[config.mk]
export PLATFORM = sky130hd
export DESIGN_NAME = pipe_chain
export DESIGN_NICKNAME = d
export VERILOG_FILES = /design/src/rtl/pipe_chain.sv
export SDC_FILE = /design/constraint.sdc
export NUM_CORES = 1
export LEC_CHECK = 0
export ABC_CLOCK_PERIOD_IN_PS = 2200
export CAP_MARGIN = 10
export CORE_MARGIN = 2
export CORE_UTILIZATION = 49
export DETAILED_ROUTE_END_ITERATION = 8
export PLACE_DENSITY_LB_ADDON = 0.2
export SYNTH_ARGS = -nofsm -noshare
export SYNTH_HDL_FRONTEND = slang
export SYNTH_SLANG_ARGS = --single-unit
[constraint.sdc]
create_clock -name clk_i -period 2.2 [get_ports clk_i]
set_clock_uncertainty 0.15 [all_clocks]
set_input_delay 0.22 -clock clk_i [delete_from_list [all_inputs] [get_ports clk_i]]
set_output_delay 0.22 -clock clk_i [all_outputs]
set_load 0.05 [all_outputs]
[src/rtl/pipe_chain.sv]
// pipe_chain: elastic register chain with per-stage kill mask and forward compaction.
// Define PIPE_CHAIN_STATS_EN to add handshake and kill counters.
module pipe_chain #(
  parameter int WIDTH = 32,
  parameter int DEPTH = 4
) (
  input  logic                       clk_i,
  input  logic                       rst_n_i,
  input  logic                       in_valid_i,
  output logic                       in_ready_o,
  input  logic [WIDTH-1:0]           in_data_i,
  input  logic [DEPTH-1:0]           flush_i,
  output logic                       out_valid_o,
  input  logic                       out_ready_i,
  output logic [WIDTH-1:0]           out_data_o,
  output logic [$clog2(DEPTH+1)-1:0] occupancy_o
`ifdef PIPE_CHAIN_STATS_EN
  ,
  output logic [31:0]                xfer_cnt_o,
  output logic [31:0]                kill_cnt_o
`endif
);
  localparam int OCC_W = $clog2(DEPTH+1);

  logic [DEPTH-1:0] valid_q, valid_d;
  logic [WIDTH-1:0] data_q [DEPTH];
  logic [WIDTH-1:0] data_d [DEPTH];
  logic [OCC_W-1:0] occ_q, occ_d;
  logic [DEPTH:0]   free_ext;
  logic [DEPTH-1:0] src_valid, xfer_in, leave;
  logic [WIDTH-1:0] src_data [DEPTH];

  function automatic logic [OCC_W-1:0] popcount(input logic [DEPTH-1:0] v);
    logic [OCC_W-1:0] n;
    n = '0;
    for (int i = 0; i < DEPTH; i++) n = n + OCC_W'(v[i]);
    return n;
  endfunction

  // Each stage's candidate item comes from upstream (stage 0) or the stage behind it.
  generate
    for (genvar gi = 0; gi < DEPTH; gi++) begin : g_src
      if (gi == 0) begin : g_head
        assign src_valid[gi] = in_valid_i;
        assign src_data[gi]  = in_data_i;
      end else begin : g_body
        assign src_valid[gi] = valid_q[gi-1] & ~flush_i[gi-1];
        assign src_data[gi]  = data_q[gi-1];
      end
    end
  endgenerate

  // A stage is free when any bubble (empty, killed, or downstream ready) lies at or ahead of it.
  always_comb begin
    free_ext        = '0;
    free_ext[DEPTH] = out_ready_i;
    for (int k = DEPTH-1; k >= 0; k--) begin
      free_ext[k] = ~valid_q[k] | flush_i[k] | free_ext[k+1];
    end
  end

  always_comb begin
    xfer_in = '0;
    leave   = '0;
    valid_d = '0;
    for (int k = 0; k < DEPTH; k++) begin
      xfer_in[k] = src_valid[k] & free_ext[k];
      leave[k]   = valid_q[k] & ~flush_i[k] & free_ext[k+1];
      valid_d[k] = xfer_in[k] | (valid_q[k] & ~flush_i[k] & ~leave[k]);
      data_d[k]  = xfer_in[k] ? src_data[k] : data_q[k];
    end
    occ_d = popcount(valid_d);
  end

  always_ff @(posedge clk_i or negedge rst_n_i) begin
    if (!rst_n_i) begin
      valid_q <= '0;
      occ_q   <= '0;
      for (int k = 0; k < DEPTH; k++) data_q[k] <= '0;
    end else begin
      valid_q <= valid_d;
      occ_q   <= occ_d;
      for (int k = 0; k < DEPTH; k++) data_q[k] <= data_d[k];
    end
  end

  assign in_ready_o  = free_ext[0] & rst_n_i;
  assign out_valid_o = valid_q[DEPTH-1] & ~flush_i[DEPTH-1];
  assign out_data_o  = data_q[DEPTH-1];
  assign occupancy_o = occ_q;

`ifdef PIPE_CHAIN_STATS_EN
  logic [31:0] xfer_cnt_q, xfer_cnt_d;
  logic [31:0] kill_cnt_q, kill_cnt_d;

  always_comb begin
    xfer_cnt_d = xfer_cnt_q + 32'(out_valid_o & out_ready_i);
    kill_cnt_d = kill_cnt_q + 32'(popcount(valid_q & flush_i));
  end

  always_ff @(posedge clk_i or negedge rst_n_i) begin
    if (!rst_n_i) begin
      xfer_cnt_q <= '0;
      kill_cnt_q <= '0;
    end else begin
      xfer_cnt_q <= xfer_cnt_d;
      kill_cnt_q <= kill_cnt_d;
    end
  end

  assign xfer_cnt_o = xfer_cnt_q;
  assign kill_cnt_o = kill_cnt_q;
`else
  // statistics counters are not built in this configuration
`endif

endmodule

# Word-level counts from Yosys, hierarchy flattened

Index checks and enable logic that the tools add are counted.

Register bits after elaboration: 135
Latch bits: 0
Bits in writable memories: 0
ROM bits: 0
Input bits: 40
Logic and storage cells: 47
Memories: 0

Add/subtract/negate cells: 3
$mul: 0
Divide/modulo/power cells: 0
$lt $le $gt $ge: 0
Equal/unequal tests: 0
Shift operators: 0
Muxes and demuxes: 0
Bitwise operators: 38
Reduce and logical (&&, ||, !) cells: 0

Operators with widths:

| operator                               | count |
|---|---|
| 1-bit bitwise AND                      | 14 |
| 1-bit NOT                              | 12 |
| 1-bit bitwise OR                       | 12 |
| 2-bit by 1-bit adder with 3-bit output | 1 |
| 3-bit by 1-bit adder with 3-bit output | 1 |
| 1-bit by 1-bit adder with 2-bit output | 1 |

# Longest topological paths before layout

Gate-level depths: netlist of run 1.

Depth in word-level cells: 12
Depth in mapped cells: 7
Gate-level depth less buffers: 7

# Least setup slack after synthesis of run 1

No wires, ideal clock.

Path type: flip-flop to flip-flop
Start: reg valid_q[2]
End: reg occ_q[1], in the netlist occupancy_o[1]
Setup time: 0.126 ns
Arrival: 2.010 ns
Slack: -0.086 ns
Stages on the path, launching flop included: 7
Path buffers: 0
Clock period less this slack: 2.286 ns
Path through: dfrtp_1 -> nor4bb_1 -> a31oi_1 -> fa_1 -> inv_1 -> ha_1 -> ha_1

Longest elaborated chain between the ends: 11
Elaborated cells on any way between the ends: 23
Those cells by class: 3 x add/sub; 20 x bitwise

RTL lines:

| item                                       | RTL line | RTL |
|---|---|---|
| start: declaration                         | 25       | `logic [DEPTH-1:0] valid_q, valid_d;` |
| start signal: assignment                   | 81       | `valid_q <= valid_d;` |
| 1-bit NOT                                  | 58       | `free_ext[k] = ~valid_q[k] \| flush_i[k] \| free_ext[k+1];` |
| 1-bit bitwise OR (3 in a row)              | 58       |  |
| 1-bit bitwise AND                          | 67, 68   |  |
| 1-bit NOT                                  | 69       | `valid_d[k] = xfer_in[k] \| (valid_q[k] & ~flush_i[k] & ~leave[k]);` |
| 1-bit bitwise AND                          | 69       |  |
| 1-bit bitwise OR                           | 69       |  |
| 1-bit by 1-bit adder with 2-bit output     | 36       | `for (int i = 0; i < DEPTH; i++) n = n + OCC_W'(v[i]);` |
| 2-bit by 1-bit adder with 3-bit output     | 36       |  |
| 3-bit by 1-bit adder with 3-bit output (*) | 36       |  |
| net occ_d[1]                               | 28       | `logic [OCC_W-1:0] occ_q, occ_d;` |
| end signal: assignment                     | 78       | `occ_q <= '0;` |
| end signal: assignment                     | 82       | `occ_q <= occ_d;` |
| end: declaration                           | 28       |  |

The timed path passes the listed nets; every way through them passes the cells marked *.
A chain may end at the register's enable or synchronous reset.

# Worst setup path in the final report of run 1

Start: reg valid_q[2]
End: out in_ready_o

Longest elaborated chain between the ends: 6

RTL lines:

| item                          | RTL line | RTL |
|---|---|---|
| 1-bit NOT                     | 58       |  |
| 1-bit bitwise OR (4 in a row) | 58       |  |
| 1-bit bitwise AND             | 87       | `assign in_ready_o = free_ext[0] & rst_n_i;` |
| end: declaration              | 10       | `output logic in_ready_o,` |

No other way between the ends.

==> results of run 1 <==
[cell families (layout without fill, tap and decap cells)]
group	Yosys count	after routing	synth area share
flip-flops	135	135	0.630
multiplexers	128	128	0.269
buffers and inverters	49	136	0.0665
AND/OR/NAND/NOR	13	13	0.0159
AO/OA/AOI/OAI	6	6	0.0100
adder cells (fa/ha/maj)	3	3	0.00840
[per-layer routing]
metal	routed length, um	track usage	vias to the layer above
li1	-	-	1275
met1	3940	0.214	1421
met2	4420	0.268	57
met3	449	0.0542	12
met4	136	0.0696	0
met5	0	0	-
[cells in the mapped netlist]
master	instances
buf_2	6
o21ai_0	1
and2_1	1
nand2_1	1
nand3_1	1
or3b_4	1
buf_4	32
nor2b_1	3
ha_1	2
o41ai_4	1
nor2_1	1
nand2b_1	3
buf_6	6
inv_1	5
nor4bb_1	1
a21oi_1	3
a31oi_1	1
mux2_2	126
mux2_1	2
fa_1	1
nor3b_1	1
dfrtp_1	135
[flip-flops by register name (all words and copies together) (netlist names)]
| name | flops |
|---|---|
| occupancy_o | 3 |
| valid_q | 4 |
| out_data_o | 32 |
| data_q | 96 |
[power by group through the flow]
stage | Combinational [uW] | Sequential (uW) | Clock, uW
3_3_place_gp | 2390 | 3470 | 0
2_1_floorplan | 2050 | 3390 | 0
6_report | 2420 | 3450 | 2950
4_1_cts | 2450 | 3470 | 3040
5_1_grt | 2550 | 3540 | 3150
3_5_place_dp | 2430 | 3500 | 0
[final timing paths]
kind,startpoint,end,depth (start not counted)
max,valid_q[2],in_ready_o,5
min,rst_n_i,occupancy_o[1],2
max reg2reg,valid_q[2],occupancy_o[1],6
min reg2reg,data_q[101],data_q[101],1
max in group asynchronous,rst_n_i,data_q[126],3
min in group clk_i,in_data_i[6],data_q[102],2
[area by class of cell]
cell class | instances | share of cell area
sequential | 135 | 0.488
multi-input combinational | 150 | 0.246
timing repair buffer | 99 | 0.146
clock buffer | 19 | 0.0638
clock inverter | 13 | 0.0276
tap | 140 | 0.0253
inverter | 5 | 0.00271
[per-stage QoR]
stage,hold slack (ns),cells
after floorplan,-0.226,334
after global placement,0.0136,523
after detailed placement,0.0179,523
after CTS,0.0361,558
after global routing,0.0694,561
final,0.0477,561
[cell usage in the layout (no fill, tap or decap), types with 3 or more instances in the layout]
cell type        Yosys  routed
dfrtp_1            135     135
mux2_2             126     126
clkdlybuf4s50_1      0      73
buf_4               32      17
clkbuf_16            0      16
buf_12               0       6
inv_1                5       5
bufinv_16            0       4
nor2b_1              3       3
nand2b_1             3       3
clkbuf_8             0       3
clkinvlp_4           0       3
inv_6                0       3
[critical path: stages, from the launching register on]
cell and delay [ns]:
dfrtp_1 0.35, nor4bb_4 0.37, buf_4 0.19, nand3_2 0.07, and2_4 0.18, buf_8 0.14
[repair_timing]
| action | 4_1_cts | 5_1_grt |
|---|---|---|
| hold buffers | 1 | 0 |
| endpoints found under the hold margin | 135 | 0 |
| endpoints found under the setup margin | 2 | 2 |
| cloned | 0 | 0 |
| gates resized for setup | 5 | 4 |
| setup buffers | 2 | 3 |
| pin swaps | 3 | 5 |
==> impl_metrics.env, run 1 <==
export IMPL_cts_tree="built"
export IMPL_via_count=2765
export IMPL_gp_congestion=0.761
export IMPL_finalInstanceArea_mm2=0.00693
export IMPL_pin_count=77
export IMPL_synth_warnings=0
export IMPL_cts_buffers=17
export IMPL_grt_overflow=0
export IMPL_p_int_uw=6080
export IMPL_syn_to_final_growth_pct=29.2
export IMPL_arrival_ns=1.80
export IMPL_critPathLaunchType="flop"
export IMPL_yosysTopAreaCellShare=0.630
export IMPL_worst_slew_pin_slew_ns=0.540
export IMPL_drc_errors=0
export IMPL_grt_use_total=0.169
export IMPL_r2r_setup_slack_ns=0.04
export IMPL_crit_fanout=3
export IMPL_power_density_mw_per_mm2=1280
export IMPL_synth_area_leader_cell="dfrtp_1"
export IMPL_max_freq_ghz=0.460
export IMPL_insertion_delay_ns=0.50
export IMPL_syn_nets=377
export IMPL_post_route_worst_setup_slack_ns=0.0279
export IMPL_layout_drive_gt1_share=0.466
export IMPL_cts_max_level=4
export IMPL_nets=451
export IMPL_dpl_cell_area_mm2=0.00620
export IMPL_antennaDiodeCount=0
export IMPL_period_needed_ns=2.17
export IMPL_leakagePower_uw=0.00297
export IMPL_ys_seq_area_frac=0.630
export IMPL_power_frac_seq=0.391
export IMPL_combPwrFrac=0.274
export IMPL_hold_viol=0
export IMPL_ant_nets=0
export IMPL_cts_buffer_depth=2
export IMPL_rsz0062_at_grt="true"
export IMPL_path_class="flop to primary output"
export IMPL_power_switching_uw=2750
export IMPL_synth_area_leaders="dfrtp_1 63%, mux2_2 26%, buf_4 4.5%"
export IMPL_worst_setup_path_end_kind="primary output"
export IMPL_cp_required_ns=1.83
export IMPL_dieArea_mm2=0.0118
export IMPL_core_area_mm2=0.0107
export IMPL_grt_pass1_vias=2993
export IMPL_seq_area_mm2=0.00338
export IMPL_post_route_util=0.645
export IMPL_synth_cell_types=22
export IMPL_maxSlewViolCount=0
export IMPL_die_h_um=109
export IMPL_syn_avg_cell_area_um2=16.0
export IMPL_cap_violations=0
export IMPL_grt_max_degree=92
export IMPL_relSlewSlack=0.639
export IMPL_grt_pass1_wl_um=14800
export IMPL_synth_area_mm2=0.00536
export IMPL_multi_input_area_mm2=0.00171
export IMPL_vdd_drop_max_mv=1.23
export IMPL_drt_iter0_markers=132
export IMPL_routed_wl_um=8940
export IMPL_power_uw=8830
export IMPL_power_frac_clock=0.335
export IMPL_path_clk_slew_ns=0.06
export IMPL_fillCellCount=797
export IMPL_wl_per_cell_um=15.9
export IMPL_swShare=0.311
export IMPL_setup_violations_final=0
export IMPL_pre_cts_ws_ns=-0.396
export IMPL_start_util=0.499
export IMPL_cts_root_buf="clkbuf_8"
export IMPL_hp_class="input pin to async pin"
export IMPL_fin_crit_sh=0.987
export IMPL_fin_setup_tns_ns=0
export IMPL_ys_ff_latch=135
export IMPL_antenna_found_initial=0
export IMPL_port_buffers=76
export IMPL_dr_pass1_iters=4
export IMPL_status="complete, no violations"
export IMPL_dp_hpwl_um=5660
export IMPL_netlist_instances=334
export IMPL_vias_per_cell=4.93
export IMPL_row_count=38
export IMPL_cts_sinks=135
export IMPL_dieWidth_um=109
Power figures use the tool's default switching activity.
==> run 2, diff against run 1 <==
--- a/config.mk
+++ b/config.mk
@@ -5,7 +5,6 @@
 export SDC_FILE = /design/constraint.sdc
 export NUM_CORES = 1
 export LEC_CHECK = 0
-export ABC_CLOCK_PERIOD_IN_PS = 2200
 export CAP_MARGIN = 10
 export CORE_MARGIN = 2
 export CORE_UTILIZATION = 49
==> results of run 2 <==
The final DEF is identical to that of run 1; final timing and power are the same.
==> run 3, diff against run 2 <==
--- a/config.mk
+++ b/config.mk
@@ -7,7 +7,7 @@
 export LEC_CHECK = 0
 export CAP_MARGIN = 10
 export CORE_MARGIN = 2
-export CORE_UTILIZATION = 49
+export CORE_UTILIZATION = 40
 export DETAILED_ROUTE_END_ITERATION = 8
 export PLACE_DENSITY_LB_ADDON = 0.2
 export SYNTH_ARGS = -nofsm -noshare
==> run 3 against run 2 <==
  * Final area grew 0.43%
  * Core utilization shrank 12 points
  * Fmax up 0.24%
  * Sequential cell count stayed put
  * Worst setup slack gained 0.0052 ns
  * Clock power shrank 5%
  * Count of clock-buffer cells in the layout increased by 6
  * Routed wire length grew 3.3%
  * Largest cell class unchanged
  * Highest routed layer unchanged
==> impl_metrics.env, run 3 (same netlist as run 1, synthesis figures left out) <==
export IMPL_vdd_drop_max_mv=0.656
export IMPL_cts_root_buf="clkbuf_16"
export IMPL_nets=450
export IMPL_antennaDiodeCount=0
export IMPL_top_register="data_q"
export IMPL_power_switching_uw=2700
export IMPL_row_count=42
export IMPL_p_int_uw=5990
export IMPL_crit_fanout=4
export IMPL_post_route_util=0.527
export IMPL_power_density_mw_per_mm2=1250
export IMPL_start_util=0.406
export IMPL_r2r_start="valid_q[2]"
export IMPL_hold_viol=0
export IMPL_wl_per_cell_um=15.5
export IMPL_port_buffers=76
export IMPL_power_frac_seq=0.397
export IMPL_dieWidth_um=120
export IMPL_max_freq_ghz=0.461
export IMPL_status="complete, no violations"
export IMPL_hp_class="input pin to flop"
export IMPL_cap_violations=0
export IMPL_dieArea_mm2=0.0143
export IMPL_grt_max_degree=136
export IMPL_maxSlewViolCount=0
export IMPL_swShare=0.311
export IMPL_final_cell_mix="135 x dfrtp_1, 126 x mux2_2, 73 x clkdlybuf4s50_1"
export IMPL_cp_required_ns=2.36
export IMPL_holdPathEnd="data_q[101]"
export IMPL_power_uw=8690
export IMPL_mostFrequentLayoutCell="dfrtp_1"
export IMPL_cts_buffers=17
export IMPL_grtUsageMet2=0.229
export IMPL_r2r_setup_slack_ns=0.03
export IMPL_min_from="in_data_i[5]"
export IMPL_combPwrFrac=0.279
export IMPL_busiest_layer="met2"
export IMPL_largest_reg_flops=96
export IMPL_path_class="flop to flop"
export IMPL_layout_drive_gt1_share=0.455
export IMPL_via_count=2807
export IMPL_syn_to_final_growth_pct=29.8
export IMPL_grt_util_met1=0.181
export IMPL_grt_pass1_vias=3031
export IMPL_grtUsageMet3=0.0570
export IMPL_pin_count=77
export IMPL_core_area_mm2=0.0132
export IMPL_worst_slew_pin_slew_ns=0.754
export IMPL_period_needed_ns=2.17
export IMPL_power_frac_clock=0.324
export IMPL_vias_per_cell=4.71
export IMPL_antenna_found_initial=0
export IMPL_grt_pass1_wl_um=15800
export IMPL_leakagePower_uw=0.00297
export IMPL_r2r_cells=7
export IMPL_dr_pass1_iters=4
export IMPL_grt_use_total=0.147
export IMPL_grt_overflow=0
export IMPL_insertion_delay_ns=0.42
export IMPL_dp_hpwl_um=5840
export IMPL_die_h_um=120
export IMPL_arrival_ns=2.32
export IMPL_routed_wl_um=9230
export IMPL_rsz0062_at_grt="true"
export IMPL_fin_crit_sh=0.985
export IMPL_drt_iter0_markers=143
export IMPL_cts_max_level=4
export IMPL_worst_setup_path_end_kind="flop"
export IMPL_rr_endpoint="occupancy_o[1]"
export IMPL_relSlewSlack=0.497
export IMPL_hold_depth=2
export IMPL_ant_nets=0
export IMPL_cts_tree="built"
export IMPL_cts_sinks=135
export IMPL_gp_congestion=0.759
export IMPL_critPathLaunchType="flop"
export IMPL_drc_errors=0
export IMPL_setup_violations_final=0
export IMPL_path_clk_slew_ns=0.05
export IMPL_cts_buffer_depth=2
==> run 3: cell types whose count changed in the layout (fill, tap and decap cells not counted), sizes merged <==
cell and delta:
inv -3, buf -1, clkinv +1, clkbuf +6, clkinvlp -2, bufinv -2
==> run 3: power groups by stage <==
stage	Clock, uW	Sequential [uW]	Combinational (uW)
after floorplan	0	3390	2050
after global placement	0	3480	2400
after detailed placement	0	3510	2440
after CTS	2890	3470	2450
after global routing	3010	3550	2550
final	2810	3450	2420
==> run 3: routing by layer <==
| layer | wire, um | vias to the layer above | part of all wire |
|---|---|---|---|
| met5 | 0 | - | 0 |
| met4 | 189 | 0 | 0.020 |
| met3 | 408 | 15 | 0.044 |
| met2 | 4580 | 57 | 0.50 |
| met1 | 4050 | 1460 | 0.44 |
| li1 | - | 1275 | - |
==> run 3: worst max-delay path by stage <==
stage / from / to
6_report: valid_q[2] / occupancy_o[1]
2_1_floorplan: valid_q[2] / occupancy_o[1]
3_3_place_gp: flush_i[1] / occupancy_o[1]
3_5_place_dp: flush_i[1] / occupancy_o[1]
4_1_cts: valid_q[3] / occupancy_o[1]
5_1_grt: valid_q[2] / occupancy_o[1]
==> run 3: repair_timing <==
item                                    in CTS  in global routing
resized for setup                            5                  4
pin swaps                                    4                  5
endpoints found under the hold margin      135                  0
endpoints found under the setup margin       1                  1
buffers inserted                             0                  1
hold buffers                                 1                  0
==> run 3: area by class of cell <==
class | count | area (um2)
inverters | 5 | 18.8
clock buffers | 25 | 505
repair buffers | 98 | 1030
flip-flops and latches | 135 | 3380
clock inverters | 7 | 91.3
well taps | 176 | 220
multi-input cells | 150 | 1710
fillers | 1107 | 6230
==> run 3: critical path, stage by stage, from the launching register on <==
cell      delay (ns)
dfrtp_1         0.36
nor4bb_4        0.28
buf_4           0.17
a31oi_4         0.10
fa_1            0.55
inv_1           0.05
ha_2            0.19
ha_4            0.20
==> run 3: stage by stage <==
stage	std cells	instance area [um2]	worst slack [ns]	setup TNS, ns	hold WS [ns]
5_1_grt	596	6960	-0.0309	-0.0309	0.240
2_1_floorplan	334	5370	0.0221	0	-0.226
3_3_place_gp	562	6290	-0.336	-6.96	0.231
4_1_cts	595	6920	-0.000729	-0.000729	0.233
6_report	596	6960	0.0331	0	0.245
3_5_place_dp	562	6290	-0.376	-8.18	0.248
